**config.mk**
```make
export PLATFORM = sky130hd
export DESIGN_NAME = ex_mem_skid_stage
export DESIGN_NICKNAME = d
export VERILOG_FILES = /design/src/rtl/ex_mem_skid_stage.sv
export SDC_FILE = /design/constraint.sdc
export NUM_CORES = 1
export LEC_CHECK = 0
export CAP_MARGIN = 40
export CORE_MARGIN = 3
export CORE_UTILIZATION = 50
export CTS_CLUSTER_DIAMETER = 120
export DETAILED_ROUTE_END_ITERATION = 6
export PLACE_DENSITY = 0.89
export SYNTH_ARGS = -nofsm -noshare
export SYNTH_HDL_FRONTEND = slang
export SYNTH_SLANG_ARGS = --single-unit
export TNS_END_PERCENT = 10
```
**constraint.sdc**
```tcl
create_clock -name clk -period 2.3 [get_ports clk]
set_input_delay 0.345 -clock clk [delete_from_list [all_inputs] [get_ports clk]]
set_output_delay 0.345 -clock clk [all_outputs]
set_load 0.01 [all_outputs]
```
**src/rtl/ex_mem_skid_stage.sv**
```systemverilog
// EX->MEM pipeline register with a 2-entry skid buffer; also resolves BEQ/BNE from the ALU zero flag.
// Latency: 1 cycle from accept to out_valid. Throughput is 1/cycle while out_ready stays high.
// Backpressure: in_ready = ~skid_valid comes straight from a flop, so out_ready never reaches EX combinationally.
// Optional: define EX_MEM_FWD_EN to add the fwd_valid/fwd_rd/fwd_data operand-forwarding outputs.
module ex_mem_skid_stage #(
    parameter int DATA_W = 32,
    parameter int RA_W   = 5
) (
    input  logic              clk,
    input  logic              rst_n,
    input  logic              flush,
    input  logic              in_valid,
    output logic              in_ready,
    input  logic [DATA_W-1:0] alu_result,
    input  logic              alu_zero,
    input  logic [DATA_W-1:0] store_data,
    input  logic [RA_W-1:0]   rd_addr,
    input  logic              reg_write,
    input  logic              mem_read,
    input  logic              mem_write,
    input  logic              is_branch,
    input  logic              branch_ne,
    input  logic [DATA_W-1:0] branch_target,
    output logic              out_valid,
    input  logic              out_ready,
    output logic [DATA_W-1:0] out_alu_result,
    output logic [DATA_W-1:0] out_store_data,
    output logic [RA_W-1:0]   out_rd_addr,
    output logic              out_reg_write,
    output logic              out_mem_read,
    output logic              out_mem_write,
    output logic              branch_taken,
    output logic [DATA_W-1:0] out_branch_target
`ifdef EX_MEM_FWD_EN
    ,
    output logic              fwd_valid,
    output logic [RA_W-1:0]   fwd_rd,
    output logic [DATA_W-1:0] fwd_data
`endif
);

    typedef struct packed {
        logic [DATA_W-1:0] alu_result;
        logic [DATA_W-1:0] store_data;
        logic [DATA_W-1:0] branch_target;
        logic [RA_W-1:0]   rd_addr;
        logic              reg_write;
        logic              mem_read;
        logic              mem_write;
        logic              taken;
    } entry_t;

    entry_t cap;
    entry_t main_q;
    entry_t skid_q;
    logic   main_valid;
    logic   skid_valid;
    logic   accept;
    logic   send;

    // Writes to x0 and contradictory load+store are sanitised once, here, at capture.
    always_comb begin
        cap               = '0;
        cap.alu_result    = alu_result;
        cap.store_data    = store_data;
        cap.branch_target = branch_target;
        cap.rd_addr       = rd_addr;
        cap.reg_write     = reg_write & (rd_addr != '0);
        cap.mem_read      = mem_read;
        cap.mem_write     = mem_write & ~mem_read;
        cap.taken         = is_branch & (branch_ne ? ~alu_zero : alu_zero);
    end

    assign in_ready = ~skid_valid;
    assign accept   = in_valid & in_ready;
    assign send     = main_valid & out_ready;

    always_ff @(posedge clk or negedge rst_n) begin
        if (!rst_n) begin
            main_valid <= 1'b0;
            skid_valid <= 1'b0;
            main_q     <= '0;
            skid_q     <= '0;
        end else if (flush) begin
            // A same-cycle send still completes on the MEM side; only held state is dropped.
            main_valid <= 1'b0;
            skid_valid <= 1'b0;
        end else if (skid_valid) begin
            if (send) begin
                main_q     <= skid_q;
                skid_valid <= 1'b0;
            end
        end else if (!main_valid || send) begin
            main_valid <= accept;
            if (accept) begin
                main_q <= cap;
            end
        end else if (accept) begin
            skid_q     <= cap;
            skid_valid <= 1'b1;
        end
    end

    assign out_valid         = main_valid;
    assign out_alu_result    = main_q.alu_result;
    assign out_store_data    = main_q.store_data;
    assign out_rd_addr       = main_q.rd_addr;
    assign out_reg_write     = main_q.reg_write;
    assign out_mem_read      = main_q.mem_read;
    assign out_mem_write     = main_q.mem_write;
    assign out_branch_target = main_q.branch_target;
    assign branch_taken      = main_valid & main_q.taken;

`ifdef EX_MEM_FWD_EN
    assign fwd_valid = main_valid & main_q.reg_write & ~main_q.mem_read;
    assign fwd_rd    = main_valid ? main_q.rd_addr : '0;
    assign fwd_data  = main_valid ? main_q.alu_result : '0;
`endif

endmodule
```
==> results by group <==
Status
  – Outcome: completed

Timing
  – Fmax: 0.457 GHz
  – Setup violations, final: 0
  – Fin crit share: 95.1%
  – Unrepaired setup endpoints after global routing: false
  – Slew HR: 46.0%
  – WHS: 450 ps
  – TNS Setup: 0 ps
  – Final hold viol count: 0
  – Worst-Margin Slew: 810 ps
  – Setup Skew: 11.2 ps
  – Min cycle time layout: 2190 ps
  – Fin. max-slew vios: 0

Detailed routing
  – DRT Pass-1 Iters: 5
  – DR WL/cell: 20.1 um
  – Initial DRC Count: 420
  – Drt via density: 5.77
  – Post-route ant nets: 0
  – DR vias: 6,904
  – Remaining routing DRC violations: 0
  – Total wire length: 24.1 mm

Worst setup path
  – CP max-delay cell: dfrtp_4
  – FF-to-FF End: skid_q[37]
  – CP max stage delay: 610 ps
  – Worst path bufs/invs: 2
  – Crit path to: in_ready
  – Critical path class: reg2out
  – FF-to-FF Start: skid_valid
  – CP startpoint: skid_valid
  – Path length in cells of the critical path: 2
  – Crit path cell chain: inv_1, clkdlybuf4s50_1
  – Top cell family by delay on the critical path: buffers and inverters
  – Critical Path AT: 1840 ps
  – Worst EP required: 1960 ps
  – Setup slack, reg-to-reg: 340 ps
  – CP startpoint kind: flop
  – Reg2reg path depth: 4
  – Worst-path fanout max: 15
  – Crit end category: primary output

Global routing
  – GRT Util Overall: 21.0%
  – Grt ovf: 0
  – Largest net degree at the start of global routing: 96
  – Met3 Use GR: 5.01%
  – Met2 Usage GRT: 34.0%
  – Vias in the first global route: 7,037
  – First-pass GRT wire length: 38.1 mm
  – Initial antenna violation count: 0
  – Met1 Usage GRT: 29.1%
  – Most Crowded Layer GR: met2

Logic synthesis
  – Seq/Total Area, Yosys: 51.9%
  – Seq cells post-synth: 212
  – Yosys cell types: 27
  – Main area contributors after synthesis: dfrtp_1, mux2i_1, mux2_2
  – Syn Area/Cell: 12.4 um^2
  – Top-area cell type share of the netlist area: 51.9%
  – Area leader, netlist: dfrtp_1
  – Ys Warns: 0
  – EDFF count, synth: 0
  – Synth top cells by count: dfrtp_1, buf_4, a31oi_1
  – Ys async rst share: 100%
  – Top_reg_cell synth: dfrtp_1
  – Post-Syn Area: 0.0102 mm^2
  – Mapped Cells: 827
  – Syn_nets: 939
  – Cell with the most instances after synthesis: dfrtp_1

Die
  – Die Span X: 149 um
  – IO Count: 219
  – Chip height: 149 um
  – Die area: 0.0222 mm^2
  – CORE AREA: 0.0198 mm^2
  – Rows: 51
  – Starting density of the core: 51.7%

Worst hold path
  – Min-Delay Path Class: in2async

Final layout
  – Layout Utilization: 63.8%
  – Area Overhead vs Synth: 23.4%
  – Share of cells above drive strength 1: 21.9%
  – N_diodes: 0
  – # fillers: 1,488
  – Final std cells w/o fill: 1,197
  – Final nets: 1,029

Power
  – VDD IR max: 454 uV
  – Pwr Density: 889 mW/mm^2
  – P_leak: 4.91 nW

Clocking
  – CTS sink count: 212
  – CTS tree: built
  – Clk pin slew, worst setup/hold paths: 60 ps
  – Worst-Skew Late Latency: 490 ps
  – Maximum clock path buffer count: 3
  – # resized after CTS: 0
  – TritonCTS Buffers: 22
  – CTS root buf: clkbuf_16
  – H-tree depth: 1

Place
  – Count of input and output buffers: 218
  – Inst Count DP: 1,158
  – DP Wirelength: 15.0 mm
  – Routability Congestion: 0.817

Flow run
  – Max Cap Violations: 0
==> power breakdown <==
group	total [W]	switching, W	internal (W)
Clock	0.00338	0.00142	0.00196
Combinational	0.00271	0.00116	0.00156
Sequential	0.00513	0.000514	0.00461
Total	0.0112	0.00309	0.00813
==> registers in the layout, indices dropped and copies added (netlist names) <==
register / count
out_alu_result: 32
skid_valid: 1
out_mem_write: 1
out_store_data: 32
out_rd_addr: 5
out_branch_target: 32
out_valid: 1
skid_q: 105
out_mem_read: 1
out_reg_write: 1
main_q: 1
==> worst min path at each step <==
| stage | startpoint | endpoint | slack (ps) | cells past startpoint |
|---|---|---|---|---|
| detailed placement | rst_n | out_branch_target[7] | 410 | 1 |
| finish | rst_n | out_branch_target[7] | 450 | 2 |
| floorplan | rst_n | main_q[0] | 50 | 0 |
| CTS | is_branch | skid_q[0] | 430 | 3 |
| global placement | rst_n | out_branch_target[9] | 410 | 1 |
| global route | mem_write | skid_q[1] | 450 | 3 |
==> final cells by class <==
cell class	instances	area (um^2)	share of cell area, %
clock inverter	6	33.8	0.268
tap	265	332	2.63
timing repair buffer	238	2500	19.8
inverter	4	16.3	0.129
clock buffer	33	653	5.17
multi-input combinational	439	3780	29.9
sequential	212	5310	42.1
==> layer usage <==
metal	share of wire [%]	wire length (um)	vias to the layer above
met1	42	10200	3490
li1	-	-	3088
met4	1.6	386	0
met5	0	0	-
met3	9.0	2170	31
met2	47	11400	295
==> through the flow <==
step           power [W]  cell area [um^2]  setup WS [ps]
6_report          0.0112             12600            112
5_1_grt           0.0118             12600           44.9
4_1_cts           0.0113             12600           96.6
3_5_place_dp     0.00789             11900            151
3_3_place_gp     0.00776             11900            191
2_1_floorplan    0.00694             10200            635
==> cell usage in the layout (no fill, tap or decap), drive strengths merged, types with 3 or more instances in the layout <==
| cell type | count |
|---|---|
| a21oi | 104 |
| clkinv | 6 |
| clkdlybuf4s50 | 217 |
| clkbuf | 34 |
| dfrtp | 212 |
| o21ai | 6 |
| mux2 | 105 |
| buf | 19 |
| mux2i | 102 |
| o31ai | 3 |
| nand2 | 4 |
| a31oi | 104 |
| inv | 4 |
==> logic make-up after synthesis <==
family	after synthesis	share of synthesized area [%]
AO/OA/AOI/OAI	220	14.3
flip-flops	212	51.9
multiplexers	207	21.6
buffers and inverters	176	11.4
AND/OR/NAND/NOR	11	0.771
XOR/XNOR	1	0.0856
==> repair_timing <==
action                                 in CTS  in global routing
setup buffers                               0                  0
hold buffers                                1                  0
endpoints found under the hold margin      64                  0
setup endpoints to repair                   1                  0
Note: power is estimated with default switching activity, not from simulation.
